**config.mk**
```make
export PLATFORM = sky130hd
export DESIGN_NAME = debouncer_multi
export DESIGN_NICKNAME = d
export VERILOG_FILES = /design/src/rtl/debouncer_pkg.sv /design/src/rtl/debouncer_ch.sv /design/src/rtl/debouncer_multi.sv
export SDC_FILE = /design/constraint.sdc
export NUM_CORES = 1
export LEC_CHECK = 0
export BUFFER_PORTS_ARGS = -buffer_cell sky130_fd_sc_hd__buf_4
export CAP_MARGIN = 10
export CORE_MARGIN = 2
export CORE_UTILIZATION = 45
export DETAILED_ROUTE_END_ITERATION = 8
export PLACE_DENSITY = 0.69
export SLEW_MARGIN = 20
export SYNTH_ARGS = -nofsm -noshare
export SYNTH_HDL_FRONTEND = slang
export SYNTH_SLANG_ARGS = --single-unit
```
**constraint.sdc**
```tcl
create_clock -name clk_i -period 3.2 [get_ports clk_i]
set_clock_uncertainty 0.05 [all_clocks]
set_input_delay 0.48 -clock clk_i [delete_from_list [all_inputs] [get_ports clk_i]]
set_output_delay 0.48 -clock clk_i [all_outputs]
set_load 0.03 [all_outputs]
```
**src/rtl/debouncer_pkg.sv**
```systemverilog
// Shared helpers and types for the multi-channel debouncer.
package debouncer_pkg;

  // Field width of the per-channel counters in ch_state_t; StableTime and
  // HoldTime must stay below 2**CntW ms.
  localparam int unsigned CntW = 16;

  // Bits needed to hold a millisecond count of 0..ms.
  function automatic int unsigned ms_to_cnt_width(input int unsigned ms);
    return $clog2(ms + 1);
  endfunction

  // Clock cycles in one millisecond.
  function automatic int unsigned cycles_per_ms(input int unsigned clk_freq);
    return clk_freq / 1000;
  endfunction

  // Per-channel state, grouped so it reads as one bundle in waveforms.
  typedef struct packed {
    logic            level;
    logic            done;
    logic [CntW-1:0] stable_cnt;
    logic [CntW-1:0] hold_cnt;
  } ch_state_t;

endpackage

```
**src/rtl/debouncer_ch.sv**
```systemverilog
// One debounce channel: synchronizer, ms-paced debounce filter, registered
// rise/fall pulses and a one-shot long-press tick.
module debouncer_ch
  import debouncer_pkg::*;
#(
  parameter int unsigned StableTime = 10,
  parameter int unsigned HoldTime   = 1000,
  parameter int unsigned SyncStages = 2
) (
  input  logic clk_i,
  input  logic rst_i,
  input  logic raw_i,
  input  logic ms_tick_i,
  output logic level_o,
  output logic rise_o,
  output logic fall_o,
  output logic long_tick_o
);

  localparam int unsigned StableW = ms_to_cnt_width(StableTime);
  localparam int unsigned HoldW   = ms_to_cnt_width(HoldTime);

  logic [SyncStages-1:0] sync_q;
  logic                  sync;
  ch_state_t             state_q;
  ch_state_t             state_d;
  logic                  rise_d;
  logic                  fall_d;
  logic                  long_d;
  logic                  rise_q;
  logic                  fall_q;
  logic                  long_q;
  logic [StableW-1:0]    stable_inc;
  logic [HoldW-1:0]      hold_inc;
  logic                  stable_last;
  logic                  hold_last;

  assign sync = sync_q[SyncStages-1];

  // Synchronizer chain, state and output pulse registers.
  always_ff @(posedge clk_i) begin
    if (rst_i) begin
      sync_q  <= '0;
      state_q <= '0;
      rise_q  <= 1'b0;
      fall_q  <= 1'b0;
      long_q  <= 1'b0;
    end else begin
      sync_q  <= {sync_q[SyncStages-2:0], raw_i};
      state_q <= state_d;
      rise_q  <= rise_d;
      fall_q  <= fall_d;
      long_q  <= long_d;
    end
  end

  // Debounce window and long-press counting. Counters are rebuilt from their
  // low StableW/HoldW bits on every path so the upper struct bits stay zero.
  always_comb begin
    state_d            = state_q;
    state_d.stable_cnt = CntW'(state_q.stable_cnt[StableW-1:0]);
    state_d.hold_cnt   = CntW'(state_q.hold_cnt[HoldW-1:0]);
    rise_d             = 1'b0;
    fall_d             = 1'b0;
    long_d             = 1'b0;
    stable_inc         = state_q.stable_cnt[StableW-1:0] + StableW'(1);
    hold_inc           = state_q.hold_cnt[HoldW-1:0] + HoldW'(1);
    stable_last        = (state_q.stable_cnt == CntW'(StableTime - 1));
    hold_last          = (state_q.hold_cnt == CntW'(HoldTime - 1));

    if (sync == state_q.level) begin
      state_d.stable_cnt = '0;
    end else if (ms_tick_i) begin
      if (stable_last) begin
        state_d.level      = sync;
        state_d.stable_cnt = '0;
        rise_d             = sync;
        fall_d             = ~sync;
      end else begin
        state_d.stable_cnt = CntW'(stable_inc);
      end
    end

    if (!state_q.level) begin
      state_d.hold_cnt = '0;
      state_d.done     = 1'b0;
    end else if (!state_q.done && ms_tick_i) begin
      if (hold_last) begin
        state_d.done = 1'b1;
        long_d       = ~fall_d;
      end else begin
        state_d.hold_cnt = CntW'(hold_inc);
      end
    end
  end

  assign level_o     = state_q.level;
  assign rise_o      = rise_q;
  assign fall_o      = fall_q;
  assign long_tick_o = long_q;

endmodule

```
**src/rtl/debouncer_multi.sv**
```systemverilog
// Bank of independent debounce channels sharing one 1 ms prescaler.
module debouncer_multi
  import debouncer_pkg::*;
#(
  parameter int unsigned      NumCh      = 4,
  parameter int unsigned      ClkFreq    = 100_000_000,
  parameter int unsigned      StableTime = 10,
  parameter int unsigned      HoldTime   = 1000,
  parameter int unsigned      SyncStages = 2,
  parameter logic [NumCh-1:0] InvertMask = '0
) (
  input  logic             clk_i,
  input  logic             rst_i,
  input  logic [NumCh-1:0] sw_i,
  output logic [NumCh-1:0] db_level_o,
  output logic [NumCh-1:0] db_rise_o,
  output logic [NumCh-1:0] db_fall_o,
  output logic [NumCh-1:0] long_tick_o,
  output logic             any_change_o
);

  localparam int unsigned P  = cycles_per_ms(ClkFreq);
  localparam int unsigned PW = $clog2(P);

  logic [PW-1:0]    pre_cnt;
  logic             ms_tick;
  logic [NumCh-1:0] raw;

  assign ms_tick = (pre_cnt == PW'(P - 1));
  assign raw     = sw_i ^ InvertMask;

  // Free-running millisecond prescaler.
  always_ff @(posedge clk_i) begin
    if (rst_i) begin
      pre_cnt <= '0;
    end else if (ms_tick) begin
      pre_cnt <= '0;
    end else begin
      pre_cnt <= pre_cnt + PW'(1);
    end
  end

  for (genvar i = 0; i < int'(NumCh); i++) begin : g_ch
    debouncer_ch #(
      .StableTime (StableTime),
      .HoldTime   (HoldTime),
      .SyncStages (SyncStages)
    ) u_ch (
      .clk_i       (clk_i),
      .rst_i       (rst_i),
      .raw_i       (raw[i]),
      .ms_tick_i   (ms_tick),
      .level_o     (db_level_o[i]),
      .rise_o      (db_rise_o[i]),
      .fall_o      (db_fall_o[i]),
      .long_tick_o (long_tick_o[i])
    );
  end

  assign any_change_o = |(db_rise_o | db_fall_o);

endmodule

```
-- Word-level counts from Yosys, hierarchy flattened
Cells that the tools add are included.
- output and inout port bits: 17
- register bits: 173
- mux-type cells: 16
- reductions and logical operators: 46
- bitwise logic cells: 30
- equal/unequal tests: 13
- $add $sub $neg: 9
- operator list (cell ; number):
    $eq A16 B10 Y1 const B ; 4
    $eq A16 B4 Y1 const B ; 4
    $add A10 B1 Y10 const B ; 4
    $reduce_or A4 Y1 ; 9
    $not A1 Y1 ; 29
    $reduce_or A3 Y1 ; 8
    $reduce_or A2 Y1 ; 9
    $add A17 B1 Y17 const B ; 1
    $eq A17 B17 Y1 const B ; 1
    $add A4 B1 Y4 const B ; 4
    $mux W4 ; 4
    $reduce_and A2 Y1 ; 8
    $mux W1 ; 12
    $reduce_and A3 Y1 ; 4
    $eq A1 B1 Y1 ; 4
    $logic_and A1 B1 Y1 ; 4
    $logic_not A1 Y1 ; 4
    $or A4 B4 Y4 ; 1

-- Longest topological paths before layout
Gate-level depths: netlist of run 1.
- word-level depth: 5
- gate-level depth with buffers: 8
- gate-level depth less buffers: 5

-- Hierarchy
Synthesis of run 1 repeated with hierarchy kept, for this count alone.
- cell total of the unflattened synthesis: 474
- area, all modules: 4526.8 µm²
- modules (own cells, without submodules) (module ; area each (µm²) ; times used ; cells an instance ; seq. area each (µm²)):
    debouncer_ch ; 923.4 ; 4 ; 96 ; 420.4
    debouncer_multi ; 833.3 ; 1 ; 90 ; 340.3

-- Worst setup path after synthesis of run 1
Ideal clock, no wire load.
- path kind: register to register
- start point: register pre_cnt[13]
- end point: register g_ch[1].u_ch.state_q[5] in the netlist's numbering
- setup time: 0.121 ns
- path buffers: 2
- clock period less this slack: 2.431 ns
- stages on the path, launching flop included: 7
- data arrival time: 2.261 ns
- path slack: 0.769 ns
- data required time: 3.029 ns
- path through: dfxtp_1 or4b_4 or4_4 buf_6 buf_6 nor4_1 mux2_2
- word-level cells in the longest chain between the ends: 3
- ends and longest elaborated chain (item ; line ; text):
    from (decl) ; debouncer_multi.sv:25 ; logic [PW-1:0] pre_cnt;
    from (signal assigned) ; debouncer_multi.sv:39 ; pre_cnt <= pre_cnt + PW'(1);
    $eq A17 B17 Y1 ; debouncer_multi.sv:29 ; assign ms_tick = (pre_cnt == PW'(P - 1));
    $logic_and A1 B1 Y1 ; debouncer_ch.sv:87 ; end else if (!state_q.done && ms_tick_i) begin
    $reduce_and A2 Y1 (no source line) ; n/a ;
    to (signal assigned) ; debouncer_ch.sv:50 ; state_q <= state_d;
    to (decl) ; debouncer_ch.sv:25 ; ch_state_t state_q;
Every way passes these cells.
A chain may end at the register's enable or synchronous reset.

-- Worst setup path after layout of run 1
Same ends and word-level chain as after synthesis.

==> results of run 1 <==
-- through the flow --
step           worst slack (ns)  instance area [um^2]
2_1_floorplan             0.769                  4820
3_3_place_gp              0.529                  4970
3_5_place_dp              0.503                  4970
4_1_cts                   0.495                  5160
5_1_grt                   0.398                  5160
6_report                  0.501                  5160
-- routing by layer --
layer	up-vias	part of all wire
met5	-	0
met4	0	0.0089
met3	6	0.034
met2	50	0.49
met1	1888	0.46
li1	2028	-
-- layout by cell type (no fill, tap or decap), types with 10 or more instances in the layout --
cell      instances
inv_1            18
dfxtp_1         101
nand4_1          16
or3_1            12
nor4_1           11
mux2i_1          13
a21oi_1          42
nand2b_1         20
nand2_1          46
buf_4            28
nor2b_1          13
o21ai_0          14
nand3_1          34
nor2_1           33
or4_1            14
o31ai_1          14
clkbuf_8         10
nor3_1           20
-- worst max path at each step --
stage               cells past startpoint                 endpoint   startpoint
floorplan                               6  g_ch[1].u_ch.state_q[5]  pre_cnt[13]
global placement                        4  g_ch[1].u_ch.state_q[5]  pre_cnt[13]
detailed placement                      4  g_ch[1].u_ch.state_q[5]  pre_cnt[13]
CTS                                     4  g_ch[1].u_ch.state_q[5]  pre_cnt[13]
global route                            4  g_ch[1].u_ch.state_q[5]   pre_cnt[7]
finish                                  4  g_ch[1].u_ch.state_q[5]  pre_cnt[13]
-- state kept, by name (all words and copies together) (netlist names) --
register	count
g_ch.u_ch.fall_o	4
g_ch.u_ch.level_o	4
g_ch.u_ch.long_tick_o	4
g_ch.u_ch.rise_o	4
g_ch.u_ch.state_q	60
g_ch.u_ch.sync_q	8
pre_cnt	17
-- cell families (layout without fill, tap and decap cells) --
logic type,Yosys count,in the layout,share of synthesized area
AO/OA/AOI/OAI,98,98,0.130
XOR/XNOR,17,17,0.0309
adder cells (fa/ha/maj),5,5,0.0130
buffers and inverters,63,61,0.0657
flip-flops,101,101,0.419
multiplexers,17,17,0.0363
AND/OR/NAND/NOR,261,261,0.305
-- final cells by class --
| cell class | count | area, um^2 | share of cell area |
|---|---|---|---|
| Clock inverter | 4 | 48.8 | 0.00946 |
| Inverter | 18 | 67.6 | 0.0131 |
| Clock buffer | 11 | 141 | 0.0274 |
| Tap cell | 136 | 170 | 0.0330 |
| Multi-Input combinational cell | 398 | 2500 | 0.484 |
| Sequential cell | 101 | 2020 | 0.392 |
| Timing Repair Buffer | 28 | 210 | 0.0408 |
-- worst max-delay path: stages, from the launching register on --
cell and delay, ns:
dfxtp_1 0.36, or4b_4 0.57, or4_4 0.86, nor4_1 0.38
mux2_2 0.37
-- report_power, final --
| group | leakage [nW] | switching [W] | internal [W] |
|---|---|---|---|
| Sequential | 0.815 | 0.00000613 | 0.00126 |
| Combinational | 0.698 | 0.0000169 | 0.0000138 |
| Clock | 0.0992 | 0.000412 | 0.000378 |
| Total | 1.61 | 0.000435 | 0.00166 |
==> flow_summary.yaml, run 1 <==
power_and_ir_drop:
  power.ir.vdd_worst_v: 0.000289
  p_per_area_nw_per_um2: 405
  leakage_nw: 1.61
  p_total_w: 0.00209
clocking:
  clk_pin_slew_ns: 0.09
  cts_resized: 0
  cts_tree: "built"
  clk_path_buf_depth: 2
  cts_setup_buffers: 0
  cts.sinks: 101
  clk_latency_ns: 0.36
  htreeDepth: 3
  hold_buffers: 0
  cts_buffers: 9
  cts-root-buf: "clkbuf_8"
synthesis:
  async_flop_share: 0
  ys.flop_type: "dfxtp_1"
  ys_ff_latch: 101
  syn_area_um2: 4820
  syn_inst: 562
  syn-mean-instance-area_um2: 8.58
  synth_edf_count: 0
  synth_common_cells: "dfxtp_1 (101), nand2_1 (46), a21oi_1 (42)"
  yosysTopAreaCell: "dfxtp_1"
  yosysSeqAreaShare: 0.419
  yosysWarningCount: 0
  synthDistinctLibCells: 46
  synth_most_common_cell: "dfxtp_1"
  synth_top_area_frac: 0.419
  syn_nets: 573
  synth_area_leaders: "dfxtp_1 (42%), a21oi_1 (4.4%), nand2_1 (3.6%), nand3_1 (3.5%), mux2i_1 (2.7%)"
sta:
  setup_viol: 0
  period_share: 0.843
  slew_headroom: 0.399
  setup_tns_ns: 0
  slew_viol_final: 0
  rsz0062_at_grt: "no"
  finalCriticalPeriod_ns: 2.70
  holdWs_ns: 0.271
  worst_pin_slew_ns: 0.894
  fmax_mhz: 371
  hold_viol: 0
worst_setup_path:
  r2r_slack_ns: 0.50
  r2r-start: "pre_cnt[13]"
  worstPathArrival_ns: 2.90
  timing.rr.end: "g_ch[1].u_ch.state_q[5]"
  rr_worst_depth: 4
  cp-start-kind: "flop"
  end_kind: "flop"
  critical_path_class: "flop to flop"
  critPathMaxFanout: 67
  worstPathRequired_ns: 3.41
global_routing:
  antenna_found_initial: 0
  grt_busiest_layer: "met2"
  met3_usage: 0.0515
  grt_start_max_net_pins: 68
  grt_use_total: 0.181
  globalRoute.totalOverflow: 0
  grt_pass1_wl_um: 16900
  grt_use_met2: 0.310
  grt_pass1_vias: 3792
  use_met1: 0.218
worst_hold_path:
  min_path_type: "primary input to flop"
  hold_depth: 2
  min_to: "g_ch[2].u_ch.sync_q[0]"
  holdCritStartpoint: "sw_i[2]"
cells_and_area:
  fin_util: 0.497
  fin_nets: 567
  area_delta_synth_final_pct: 6.98
  diodes: 0
  fin_cells: 696
  drive_gt1_frac: 0.0982
  n_fill_cell: 1016
detailed_routing:
  drc: 0
  antenna_left: 0
  vias: 3972
  viasPerCell: 5.71
  drt-total-wl_um: 9720
  drtIter0Drc: 166
  wl_per_cell_um: 14.0
  drt_pass1_iterations: 4
floorplan:
  die_w_um: 108
  start_util: 0.465
  die_height_um: 108
  die_area_um2: 11600
  ios: 23
  fp.coreArea_um2: 10400
  rows: 37
placement:
  portBuffers: 22
  globalplace.congestion: 0.779
  placed_cells: 681
  hpwlAfterDp_um: 6790
flow_run:
  maxCapViolations: 0
outcome:
  status: "complete, no violations"
No activity file was read; power rests on OpenSTA's default activity.
==> run 2, diff against run 1 <==
--- a/config.mk
+++ b/config.mk
@@ -5,6 +5,7 @@
 export SDC_FILE = /design/constraint.sdc
 export NUM_CORES = 1
 export LEC_CHECK = 0
+export ABC_AREA = 1
 export BUFFER_PORTS_ARGS = -buffer_cell sky130_fd_sc_hd__buf_4
 export CAP_MARGIN = 10
 export CORE_MARGIN = 2
==> constraint.sdc (replaced) <==
create_clock -name clk_i -period 2.6 [get_ports clk_i]
set_clock_uncertainty 0.05 [all_clocks]
set_input_delay 0.39 -clock clk_i [delete_from_list [all_inputs] [get_ports clk_i]]
set_output_delay 0.39 -clock clk_i [all_outputs]
set_load 0.03 [all_outputs]
==> flow_summary.yaml, run 2 <==
power_and_ir_drop:
  p_total_w: 0.00293
  power.ir.vdd_worst_v: 0.000507
  leakage_nw: 2.33
  power_switching_w: 0.000596
  power_frac_clock: 0.455
  p_sw_frac: 0.203
  p_per_area_nw_per_um2: 512
  power_frac_seq: 0.532
  power_frac_comb: 0.012
  internal-power_w: 0.00234
floorplan:
  rows: 39
  die_height_um: 112
  start_util: 0.460
  fp.coreArea_um2: 11400
  ios: 23
  die_area_um2: 12600
  die_w_um: 112
global_routing:
  grt_pass1_vias: 4051
  use_met1: 0.220
  grt_pass1_wl_um: 17700
  grt_use_total: 0.170
  grt_use_met2: 0.278
  globalRoute.totalOverflow: 0
  grt_busiest_layer: "met2"
  antenna_found_initial: 0
  grt_start_max_net_pins: 22
  met3_usage: 0.0437
detailed_routing:
  vias: 4550
  drtIter0Drc: 309
  drt_pass1_iterations: 4
  drt-total-wl_um: 9980
  viasPerCell: 4.67
  wl_per_cell_um: 10.2
  antenna_left: 0
  drc: 0
clocking:
  hold_buffers: 0
  cts.sinks: 101
  clk_path_buf_depth: 2
  cts-root-buf: "clkbuf_16"
  htreeDepth: 3
  cts_setup_buffers: 0
  cts_tree: "built"
  clk_latency_ns: 0.35
  cts_resized: 0
  cts_buffers: 9
  clk_pin_slew_ns: 0.07
placement:
  dpl_worst_slack_ns: 0.475
  globalplace.congestion: 0.846
  hpwlAfterDp_um: 7260
  portBuffers: 22
cells_and_area:
  fin_util: 0.502
  regMostFlops: "g_ch.u_ch.state_q"
  final_common_cell: "nand2_1"
  diodes: 0
  n_fill_cell: 1186
  reg_top3: "g_ch.u_ch.state_q: 60 flops, pre_cnt: 17 flops, g_ch.u_ch.sync_q: 8 flops"
  multi_input_area_um2: 2490
  fin_nets: 837
  drive_gt1_frac: 0.0746
  register_area_um2: 2020
  largest_reg_flops: 60
  layout_common_cells: "nand2_1 (183), nor2_1 (165), inv_1 (141)"
  area_delta_synth_final_pct: 9.12
synthesis:
  syn_nets: 828
  synth_area_leaders: "dfxtp_1 (38%), nand2_1 (13%), nor2_1 (12%), inv_1 (10%), nand3_1 (7.0%)"
  yosysWarningCount: 0
  syn_area_um2: 5250
  yosysTopAreaCell: "dfxtp_1"
  synth_most_common_cell: "nand2_1"
  synth_top_area_frac: 0.385
  synth_edf_count: 0
  syn-mean-instance-area_um2: 6.43
  yosysSeqAreaShare: 0.385
  ys.flop_type: "dfxtp_1"
  async_flop_share: 0
  synthDistinctLibCells: 33
  ys_ff_latch: 101
  syn_inst: 817
  synth_common_cells: "nand2_1 (183), nor2_1 (165), inv_1 (141)"
worst_setup_path:
  critPathMaxFanout: 7
  timing.rr.end: "g_ch[2].u_ch.state_q[1]"
  r2r_slack_ns: 0.48
  worstPathArrival_ns: 2.36
  rr_worst_depth: 9
  end_kind: "flop"
  critPathCapture: "g_ch[2].u_ch.state_q[1]"
  cp-start-kind: "flop"
  worstPathRequired_ns: 2.83
  crit_start: "pre_cnt[0]"
  r2r-start: "pre_cnt[0]"
  critical_path_class: "flop to flop"
sta:
  period_share: 0.817
  rsz0062_at_grt: "no"
  finalCriticalPeriod_ns: 2.12
  setup_viol: 0
  fin_ws_ns: 0.476
  slew_viol_final: 0
  setup_tns_ns: 0
  holdWs_ns: 0.191
  slew_headroom: 0.593
  worst_pin_slew_ns: 0.605
  hold_viol: 0
  fmax_mhz: 471
flow_run:
  maxCapViolations: 0
outcome:
  status: "complete, no violations"
worst_hold_path:
  min_path_type: "primary input to flop"
run 2: changes by cell type after synthesis, sizes merged, moves of 9 or more:
cell,change
a21oi,-18
clkbuf,-18
inv,+126
mux2i,-13
nand2,+137
nand2b,-20
nand3,+40
nor2,+141
nor2b,-13
nor4,-9
o31ai,-14
or3,-12
or4,-15
run 2: routing by layer:
layer | share of wire | wire length (um)
met5 | 0 | 0
met4 | 0.015 | 146
met3 | 0.033 | 332
met2 | 0.45 | 4460
met1 | 0.50 | 5040
run 2: power groups by stage:
stage | logic [W] | registers, W | clock network [W]
2_1_floorplan | 0.0000249 | 0.00160 | 0
3_3_place_gp | 0.0000366 | 0.00160 | 0
3_5_place_dp | 0.0000368 | 0.00160 | 0
4_1_cts | 0.0000369 | 0.00156 | 0.00138
5_1_grt | 0.0000420 | 0.00156 | 0.00144
6_report | 0.0000365 | 0.00156 | 0.00134
run 2: cells by family (layout without fill, tap and decap cells):
| family | after synthesis | in the layout | share of synthesized area |
|---|---|---|---|
| xor gates and xnor gates | 12 | 12 | 0.0200 |
| AOI/OAI and AO/OA | 47 | 47 | 0.0467 |
| adders and majority gates | 5 | 5 | 0.0119 |
| buffers and inverters | 174 | 188 | 0.142 |
| DFF | 101 | 101 | 0.385 |
| and+or+nand+nor | 478 | 478 | 0.395 |
run 2: cell type report:
type | instances | area share
clock inverters | 4 | 0.00829
multi-input cells | 542 | 0.434
clock buffers | 12 | 0.0430
inverters | 144 | 0.0943
flip-flops and latches | 101 | 0.353
well taps | 143 | 0.0312
repair buffers | 28 | 0.0367
run 2: worst max-delay path, stage by stage (launching register included):
cell     delay, ns
dfxtp_1       0.35
ha_1          0.20
nand2_1       0.08
nor2_2        0.28
nand3_1       0.14
nor2_2        0.38
nand4_2       0.28
nand2_1       0.12
nand2_1       0.05
nor2_1        0.11
run 2: metrics by stage:
stage | instances | cell area [um^2]
floorplan | 817 | 5250
global placement | 958 | 5440
detailed placement | 958 | 5440
CTS | 974 | 5730
global route | 974 | 5730
finish | 974 | 5730
run 2: how the worst min path moves through the flow:
stage	from	end	slack [ns]	cells past startpoint
after detailed placement	g_ch[3].u_ch.sync_q[0]	g_ch[3].u_ch.sync_q[1]	0.35	2
after floorplan	g_ch[0].u_ch.sync_q[0]	g_ch[0].u_ch.sync_q[1]	0.34	2
after global routing	sw_i[0]	g_ch[0].u_ch.sync_q[0]	0.19	3
final	sw_i[2]	g_ch[2].u_ch.sync_q[0]	0.19	3
after global placement	g_ch[2].u_ch.sync_q[0]	g_ch[2].u_ch.sync_q[1]	0.35	2
after CTS	sw_i[0]	g_ch[0].u_ch.sync_q[0]	0.19	3
